--- config.mk ---
export PLATFORM = sky130hd
export DESIGN_NAME = frame_load_ctrl
export DESIGN_NICKNAME = d
export VERILOG_FILES = /design/src/rtl/nn_pkg.sv /design/src/rtl/frame_load_ctrl_strobe_sync.sv /design/src/rtl/frame_load_ctrl.sv
export SDC_FILE = /design/constraint.sdc
export NUM_CORES = 1
export LEC_CHECK = 0
export ABC_CLOCK_PERIOD_IN_PS = 7100
export CAP_MARGIN = 20
export CORE_AREA = 5 5 111 102
export DETAILED_ROUTE_END_ITERATION = 10
export DIE_AREA = 0 0 116 107
export PLACE_DENSITY_LB_ADDON = 0.12
export REMOVE_ABC_BUFFERS = 1
export SYNTH_ARGS = -nofsm -noshare
export SYNTH_HDL_FRONTEND = slang
export SYNTH_SLANG_ARGS = --single-unit
--- constraint.sdc ---
create_clock -name pi_clk -period 7.1 [get_ports pi_clk]
set_clock_uncertainty 0.15 [all_clocks]
set_input_delay 1.775 -clock pi_clk [delete_from_list [all_inputs] [get_ports pi_clk]]
set_output_delay 1.775 -clock pi_clk [all_outputs]
set_load 0.02 [all_outputs]
--- src/rtl/nn_pkg.sv ---
// Shared constants and types for the Pi frame loader and inference sequencing.
package nn_pkg;

  localparam int HEIGHT_DEF  = 20;
  localparam int WIDTH_DEF   = 30;
  localparam int DEPTH_DEF   = 3;
  localparam int TIMEOUT_DEF = 1000000;
  localparam int CLASS_W     = 6;

  localparam int NBYTES = HEIGHT_DEF * WIDTH_DEF * DEPTH_DEF;
  localparam int ADDR_W = $clog2(NBYTES);

  typedef enum logic [1:0] {
    IDLE,
    LOAD,
    RUN,
    DONE
  } ctrl_state_t;

endpackage

--- src/rtl/frame_load_ctrl_strobe_sync.sv ---
// Two-flop synchronizer plus rising-edge detector for an asynchronous Pi strobe.
module strobe_sync (
  input  logic clk,
  input  logic rst,
  input  logic strobe_in,
  output logic byte_evt
);

  logic s1_q, s2_q, s3_q, evt_q;
  logic s1_d, s2_d, s3_d, evt_d;

  always_comb begin
    s1_d  = strobe_in;
    s2_d  = s1_q;
    s3_d  = s2_q;
    // Registered edge so the event lands in a clean cycle of its own.
    evt_d = s2_q & ~s3_q;
  end

  always_ff @(posedge clk or posedge rst) begin
    if (rst) begin
      s1_q  <= 1'b0;
      s2_q  <= 1'b0;
      s3_q  <= 1'b0;
      evt_q <= 1'b0;
    end else begin
      s1_q  <= s1_d;
      s2_q  <= s2_d;
      s3_q  <= s3_d;
      evt_q <= evt_d;
    end
  end

  assign byte_evt = evt_q;

endmodule

--- src/rtl/frame_load_ctrl.sv ---
// Owns frame addressing for the Pi byte stream, starts the inference core and
// latches its class result onto the LEDs.
module frame_load_ctrl
  import nn_pkg::*;
#(
  parameter int HEIGHT         = HEIGHT_DEF,
  parameter int WIDTH          = WIDTH_DEF,
  parameter int DEPTH          = DEPTH_DEF,
  parameter int TIMEOUT_CYCLES = TIMEOUT_DEF
) (
  input  logic               pi_clk,
  input  logic               rst,
  input  logic [7:0]         gpio_pin,
  input  logic               write_enable,
  output logic               mem_we,
  output logic [ADDR_W-1:0]  mem_addr,
  output logic [7:0]         mem_wdata,
  output logic               nn_start,
  input  logic               nn_done,
  input  logic [CLASS_W-1:0] nn_class,
  output logic               pi_ready,
  output logic               frame_err,
  output logic [CLASS_W-1:0] LED
);

  localparam int CNT_W  = ADDR_W;
  localparam int IDLE_W = $clog2(TIMEOUT_CYCLES + 1);

  localparam logic [CNT_W-1:0]  D_LAST    = CNT_W'(DEPTH - 1);
  localparam logic [CNT_W-1:0]  W_LAST    = CNT_W'(WIDTH - 1);
  localparam logic [CNT_W-1:0]  H_LAST    = CNT_W'(HEIGHT - 1);
  localparam logic [IDLE_W-1:0] IDLE_LAST = IDLE_W'(TIMEOUT_CYCLES - 1);

  ctrl_state_t state_q, state_d;
  logic [CNT_W-1:0]   d_q, d_d, w_q, w_d, h_q, h_d;
  logic [IDLE_W-1:0]  idle_q, idle_d;
  logic               mem_we_q, mem_we_d;
  logic [ADDR_W-1:0]  mem_addr_q, mem_addr_d;
  logic [7:0]         mem_wdata_q, mem_wdata_d;
  logic               nn_start_q, nn_start_d;
  logic               frame_err_q, frame_err_d;
  logic [CLASS_W-1:0] led_q, led_d;
  logic               byte_evt;
  logic               accept;
  logic               last_byte;

  strobe_sync u_we_sync (
    .clk      (pi_clk),
    .rst      (rst),
    .strobe_in(write_enable),
    .byte_evt (byte_evt)
  );

  always_comb begin
    state_d     = state_q;
    d_d         = d_q;
    w_d         = w_q;
    h_d         = h_q;
    idle_d      = idle_q;
    mem_we_d    = 1'b0;
    mem_addr_d  = mem_addr_q;
    mem_wdata_d = mem_wdata_q;
    nn_start_d  = 1'b0;
    frame_err_d = frame_err_q;
    led_d       = led_q;

    accept    = byte_evt && ((state_q == IDLE) || (state_q == LOAD));
    last_byte = (d_q == D_LAST) && (w_q == W_LAST) && (h_q == H_LAST);

    // Write and counter advance are shared by IDLE (first byte) and LOAD.
    if (accept) begin
      mem_we_d    = 1'b1;
      mem_wdata_d = gpio_pin;
      mem_addr_d  = ADDR_W'((int'(h_q) * WIDTH + int'(w_q)) * DEPTH + int'(d_q));
      idle_d      = '0;
      if (d_q == D_LAST) begin
        d_d = '0;
        if (w_q == W_LAST) begin
          w_d = '0;
          h_d = h_q + 1'b1;
        end else begin
          w_d = w_q + 1'b1;
        end
      end else begin
        d_d = d_q + 1'b1;
      end
    end

    case (state_q)
      IDLE: begin
        if (accept) begin
          frame_err_d = 1'b0;
          state_d     = LOAD;
        end
      end
      LOAD: begin
        if (accept) begin
          if (last_byte) begin
            state_d    = RUN;
            nn_start_d = 1'b1;
          end
        end else if (idle_q == IDLE_LAST) begin
          state_d     = IDLE;
          frame_err_d = 1'b1;
          d_d         = '0;
          w_d         = '0;
          h_d         = '0;
          idle_d      = '0;
        end else begin
          idle_d = idle_q + 1'b1;
        end
      end
      RUN: begin
        if (nn_done) begin
          led_d   = nn_class;
          state_d = DONE;
        end
      end
      DONE: begin
        d_d     = '0;
        w_d     = '0;
        h_d     = '0;
        idle_d  = '0;
        state_d = IDLE;
      end
      default: state_d = IDLE;
    endcase
  end

  always_ff @(posedge pi_clk or posedge rst) begin
    if (rst) begin
      state_q     <= IDLE;
      d_q         <= '0;
      w_q         <= '0;
      h_q         <= '0;
      idle_q      <= '0;
      mem_we_q    <= 1'b0;
      mem_addr_q  <= '0;
      mem_wdata_q <= '0;
      nn_start_q  <= 1'b0;
      frame_err_q <= 1'b0;
      led_q       <= '0;
    end else begin
      state_q     <= state_d;
      d_q         <= d_d;
      w_q         <= w_d;
      h_q         <= h_d;
      idle_q      <= idle_d;
      mem_we_q    <= mem_we_d;
      mem_addr_q  <= mem_addr_d;
      mem_wdata_q <= mem_wdata_d;
      nn_start_q  <= nn_start_d;
      frame_err_q <= frame_err_d;
      led_q       <= led_d;
    end
  end

  assign mem_we    = mem_we_q;
  assign mem_addr  = mem_addr_q;
  assign mem_wdata = mem_wdata_q;
  assign nn_start  = nn_start_q;
  assign frame_err = frame_err_q;
  assign LED       = led_q;
  assign pi_ready  = (state_q == IDLE) || (state_q == LOAD);

endmodule

==> metrics, run 1 <==
run status finished, final reports clean; EDFF count, synth 0; Iteration-0 DRC Markers around 230; Tmin final 5.74 ns; ys flop type dfrtp_1; RePlAce Congestion slightly below 0.9; row count 35; CP Launch Type flop; grt total ovfl 0; synthesized flop and latch total 87; hold_ws approximately 0.21 ns; area added between synthesis and finish 15.8%; Syn Inst Count 623; largest net degree at the start of global routing between 80 and 90; Yosys warning count 0; HP Class reg2reg; TritonCTS Buffers 9; Clock Latency Late Sink approximately 0.34 ns; Setup CP Type reg2reg; post-route ant nets 0; io pins 47; TritonCTS clock tree built; post-synth top area cell dfrtp_1; number of global-route vias before repair between 4,000 and 5,000; Setup TNS 0 ns; Total Wirelength between 10,000 and 15,000 microns; data arrival time of the worst path ~5.8 ns; drt wl/cell 15.2 microns; Fin. Hold Viols 0; Pins Over Slew Limit 0; multiplexer share of the synthesized area roughly 1.3%; FMAX around 170 MHz; Synth top area share 37.7%; core region area roughly 0.01 sq mm; XOR/XNOR Fraction of Synth Area between 6 and 7%; All-Layer GR Usage a little over a fifth; Critical Path End Type flop; Pre-antenna DRT Iters 5; HPWL after DPL approximately 8800 microns; Leak 3.20 nW; Clock transition at path regs approximately 0.06 ns; DRC 0; htree depth 3; post-synthesis simple-gate area fraction roughly a fifth; busiest layer in global routing met2; Slew @ Worst Pin 0.764 ns; Max VDD drop 0.167 mV; CTS max path bufs 2; slew margin rel. 48.9%; pwr dens 202 mW/mm^2; Setup Fix Bufs, Post-CTS 0; main area contributors after synthesis dfrtp_1 38%, ha_1 9.8%, fa_1 7.6%; Die W between 100 and 150 microns; antenna cells 0; Hold Buf Count CTS 0; final-report setup violation count 0; Placement Setup Slack between 1 and 1.5 ns; die area 0.0124 sq mm; Mapped Area ~0.0058 sq mm; largest family of logic cells by synthesized area simple AND/OR/NAND/NOR gates; met3 Usage GRT under 10%; commonest cells after routing, fill and taps aside 87 x dfrtp_1, 80 x nand2_1, 62 x nor2_1; asr flop ratio synth between 90% and 100%; met1 Use GR around 27%; share of layout cells above drive strength 1 ~6.3%; post-synthesis cell type count 59; port bufs 46; clock sink total 87; first-pass GRT wire length ~21,000 microns; starting density of the core ~57%; Synth Area in Compound Gates a little over an eighth; vias post-DR between 4,000 and 5,000; most common cell after layout, fill and taps aside dfrtp_1; Nets 752; post-synthesis adder-cell area fraction roughly 17%; drt via density about 5.7; critical path data required time ~7 ns; PostCTS Resize Cnt 0; CP max FO 6; met2 usage between 30 and 40%; root buffer cell clkbuf_16; Seq/Total Area, Yosys between 30% and 40%; fin worst setup slack between 1 and 1.5 ns; Avg Cell Area, Syn just over 9 sq um; Die Ht approximately 110 microns; initial antenna violation count 0; unrepaired setup endpoints after global routing false; Tcrit/Tclk final 80.9%; maxcap violations 0
==> sequential cells by signal, indices dropped and copies added (netlist names), 6 cells and up, named ones only <==
register and cells:
idle_q 20, d_q 11, h_q 11, mem_addr 11, w_q 11, mem_wdata 8, LED 6
==> synth_stat cells (all sizes together), types with 13 or more instances <==
| cell | n |
|---|---|
| fa | 22 |
| inv | 41 |
| and3 | 19 |
| ha | 45 |
| nand2 | 81 |
| o21ai | 56 |
| xor2 | 20 |
| a21oi | 32 |
| clkbuf | 13 |
| xnor2 | 26 |
| dfrtp | 87 |
| nor2 | 63 |
| nand3 | 22 |
==> where the power goes <==
group          leakage (nW)  switching (W)  internal (W)  total [W]
clock network         0.155       0.000194      0.000302   0.000496
registers              1.17      0.0000421      0.000539   0.000581
logic                  1.88       0.000151      0.000121   0.000272
==> final cells by class <==
cell class / count / area (sq um)
flip-flops and latches: 87 / 2180
multi-input cells: 476 / 3350
well taps: 129 / 161
clock buffers: 12 / 267
inverters: 42 / 159
fillers: 822 / 3390
clock inverters: 4 / 51.3
repair buffers: 51 / 518
==> cell families after synthesis <==
logic type,count (synthesis)
AND/OR/NAND/NOR,224
buffers and inverters,60
flip-flops,87
XOR/XNOR,46
adder cells (fa/ha/maj),67
AO/OA/AOI/OAI,132
multiplexers,7
==> per-stage QoR <==
stage	std cells	utilization, %	area, sq um	total power, W
global placement	783	62.9	6330	0.000842
CTS	799	66.0	6650	0.00136
finish	801	66.4	6680	0.00135
global route	801	66.4	6680	0.00142
floorplan	605	-	5690	0.000756
detailed placement	783	62.9	6330	0.000859
==> critical path, stage by stage, from the launching register on <==
cell     delay (ns)
dfrtp_1        0.46
fa_1           0.60
inv_1          0.06
fa_1           0.47
inv_1          0.06
fa_1           0.40
xor2_1         0.18
ha_1           0.34
o21a_1         0.13
o31a_1         0.21
o21a_1         0.13
nor2_1         0.05
xnor2_1        0.31
fa_1           0.48
ha_1           0.23
or4_1          0.40
o22a_1         0.21
a31oi_1        0.22
xnor2_1        0.16
xnor2_1        0.15
xnor2_1        0.13
o21ai_0        0.08
==> final timing paths <==
kind | slack (ns) | to | cells after the start | start
min in group asynchronous | 1.67 | mem_wdata[4] | 3 | rst
max | 1.36 | mem_addr[10] | 21 | h_q[0]
max reg2reg | 1.36 | mem_addr[10] | 21 | h_q[0]
min reg2reg | 0.21 | u_we_sync.s2_q | 0 | u_we_sync.s1_q
max in group asynchronous | 4.50 | w_q[9] | 4 | rst
min | 0.21 | u_we_sync.s2_q | 0 | u_we_sync.s1_q
==> layer usage <==
metal,vias to the layer above,wire (microns),part of all wire [%]
met1,2189,5480,45
met4,0,134,1.1
li1,2235,-,-
met2,112,5780,48
met5,-,0,0
met3,14,758,6.2
Power figures use the tool's default switching activity.
==> inputs of run 2 (changes only) <==
Settings changed: ABC_CLOCK_PERIOD_IN_PS 7100 to 5400.
Clock period 7.1 ns to 5.4 ns, I/O delays scaled along.
==> metrics, run 2 (same netlist as run 1, synthesis figures left out) <==
run status finished, final reports clean; Top reg by flops idle_q; initial antenna violation count 0 (unchanged); clock sink total 87 (unchanged); htree depth 3 (unchanged); most common cell after layout, fill and taps aside dfrtp_1; port bufs 46 (unchanged); fill cell count 815 (-0.85%); TritonCTS Buffers 9 (unchanged); met2 usage 36.1% (+2.5 points); RePlAce Congestion 0.824 (-5.5%); CP Launch Type flop; FMAX 186 MHz (+6.7%); share of layout cells above drive strength 1 10.1% (+3.8 points); commonest cells after routing, fill and taps aside 87 x dfrtp_1, 80 x nand2_1, 60 x nor2_1; Slew @ Worst Pin 0.844 ns (+0.0801 ns); first-pass GRT wire length 21,800 microns (+4.6%); antenna cells 0 (unchanged); io pins 47 (unchanged); TritonCTS clock tree built; largest net degree at the start of global routing 50 (-43%); CP bufs+invs 2 (unchanged); CTS max path bufs 2 (unchanged); Setup TNS 0 ns (unchanged); maxcap violations 0 (unchanged); root buffer cell clkbuf_16; met3 Usage GRT 4.85% (-0.96 points); Total Wirelength 12,500 microns (+2.5%); Comb pwr share 19.2% (-1.0 points); Pins Over Slew Limit 0 (unchanged); slew margin rel. 43.7% (-5.2 points); delay-heaviest family, CP adder cells; Die W 116 microns (unchanged); HP Class reg2reg; Clock transition at path regs 0.06 ns (about the same); Psw 0.000507 W (+31%); Fin. Hold Viols 0 (unchanged); All-Layer GR Usage 21.7% (+0.93 points); critical path data required time 5.45 ns (-1.70 ns); die area 0.0124 sq mm (unchanged); final-report setup violation count 0 (unchanged); data arrival time of the worst path 5.44 ns (-0.35 ns); DRC 0 (unchanged); unrepaired setup endpoints after global routing true; Placement Setup Slack -0.190 ns (-1.54 ns); Iteration-0 DRC Markers 250 (+11%); met1 Use GR 28.5% (+1.1 points); switching share of power 28.4% (-0.33 points); HPWL after DPL 9030 microns (+2.1%); grt total ovfl 0 (unchanged); drt via density 5.70 (+0.27%); Critical Path End Type flop; starting density of the core 57.3% (unchanged); area added between synthesis and finish 18.7%; Pre-antenna DRT Iters 4 (-1); Hold Buf Count CTS 0 (unchanged); vias post-DR 4,642 (+2.0%); Tcrit/Tclk final 99.7% (+19 points); CP max FO 4 (-2); sequential share of power 42.6% (-0.5 points); row count 35 (unchanged); max FFs per register 20 (unchanged); number of global-route vias before repair 4,672 (+4.3%); Clock Latency Late Sink 0.34 ns (about the same); Die Ht 107 microns (unchanged); crit-path max cell delay 0.56 ns (-0.04 ns); Max VDD drop 0.200 mV (+19%); pwr dens 261 mW/mm^2 (+30%); Nets 766 (+1.9%); fin worst setup slack 0.0164 ns (-1.34 ns); Setup CP Type reg2reg; drt wl/cell 15.3 microns (+0.72%); worst path cell trace fa_1 -> inv_1 -> fa_1 -> inv_2 -> fa_2 -> ha_1 -> o21a_1 -> o31a_1 -> o21a_1 -> nor2_2 -> xnor2_2 -> fa_1 -> ha_2 -> or4_1 -> o22a_1 -> a31oi_2 -> xnor2_1 -> xnor2_1 -> xnor2_1 -> o21ai_1; Leak 3.29 nW (+2.7%); Clk pwr share 38.2% (+1.4 points); post-route ant nets 0 (unchanged); busiest layer in global routing met2; slowest CP cell fa_1; Tmin final 5.38 ns (-0.360 ns); P_int 0.00128 W (+33%); core region area 0.0101 sq mm (unchanged)
==> run 2: final timing paths <==
| check | from | endpoint | slack (ns) | cells after the start |
|---|---|---|---|---|
| setup reg to reg | h_q[0] | mem_addr[10] | 0.02 | 20 |
| max in group asynchronous | rst | w_q[7] | 2.79 | 3 |
| min in group asynchronous | rst | mem_wdata[4] | 1.32 | 2 |
| hold reg to reg | u_we_sync.s1_q | u_we_sync.s2_q | 0.21 | 0 |
| setup / recovery | h_q[0] | mem_addr[10] | 0.02 | 20 |
| hold / removal | u_we_sync.s1_q | u_we_sync.s2_q | 0.21 | 0 |
==> run 2: per-stage QoR <==
step / hold slack, ns / utilization, % / instances / total power (W) / cell area, sq um
floorplan: 0.181 / - / 605 / 0.000994 / 5690
global route: 0.229 / 68.0 / 815 / 0.00190 / 6850
global placement: 0.187 / 63.7 / 794 / 0.00111 / 6410
finish: 0.205 / 68.0 / 815 / 0.00179 / 6850
detailed placement: 0.194 / 63.7 / 794 / 0.00112 / 6410
CTS: 0.209 / 67.5 / 813 / 0.00181 / 6800
==> run 2: power groups by stage <==
stage / Combinational, W / Sequential [W] / Clock (W)
floorplan: 0.000201 / 0.000793 / 0
global placement: 0.000334 / 0.000773 / 0
detailed placement: 0.000348 / 0.000775 / 0
CTS: 0.000350 / 0.000763 / 0.000697
global route: 0.000397 / 0.000772 / 0.000731
finish: 0.000343 / 0.000763 / 0.000683
==> run 2: final cells by class <==
type	count	area, sq um	share of cell area (%)
Timing Repair Buffer	65	607	8.86
Clock buffer	10	239	3.49
Inverter	42	159	2.32
Multi-Input combinational cell	476	3410	49.8
Clock inverter	6	92.6	1.35
Tap cell	129	161	2.36
Sequential cell	87	2180	31.8
==> run 2: per-layer routing <==
| layer | share of wire [%] | routed length [microns] |
|---|---|---|
| met3 | 5.3 | 657 |
| met5 | 0 | 0 |
| met1 | 45 | 5610 |
| met2 | 48 | 5970 |
| met4 | 1.7 | 217 |
==> run 2: timing repair <==
item                       in CTS  in global routing
hold endpoints to repair        0                  0
pin swaps                       3                  5
setup buffers                   3                  1
setup endpoints to repair       1                  1
gates cloned                    0                  0
gates resized for setup         7                 10
==> run 2: worst reg2reg max path, delay by kind of cell, from the launching register on <==
family | cells | cell delay (ns)
xor gates and xnor gates | 4 | 0.57
and+or+nand+nor | 2 | 0.53
adders and majority gates | 6 | 2.50
buffers and inverters | 2 | 0.11
AOI/OAI and AO/OA | 6 | 0.98
DFF | 1 | 0.40
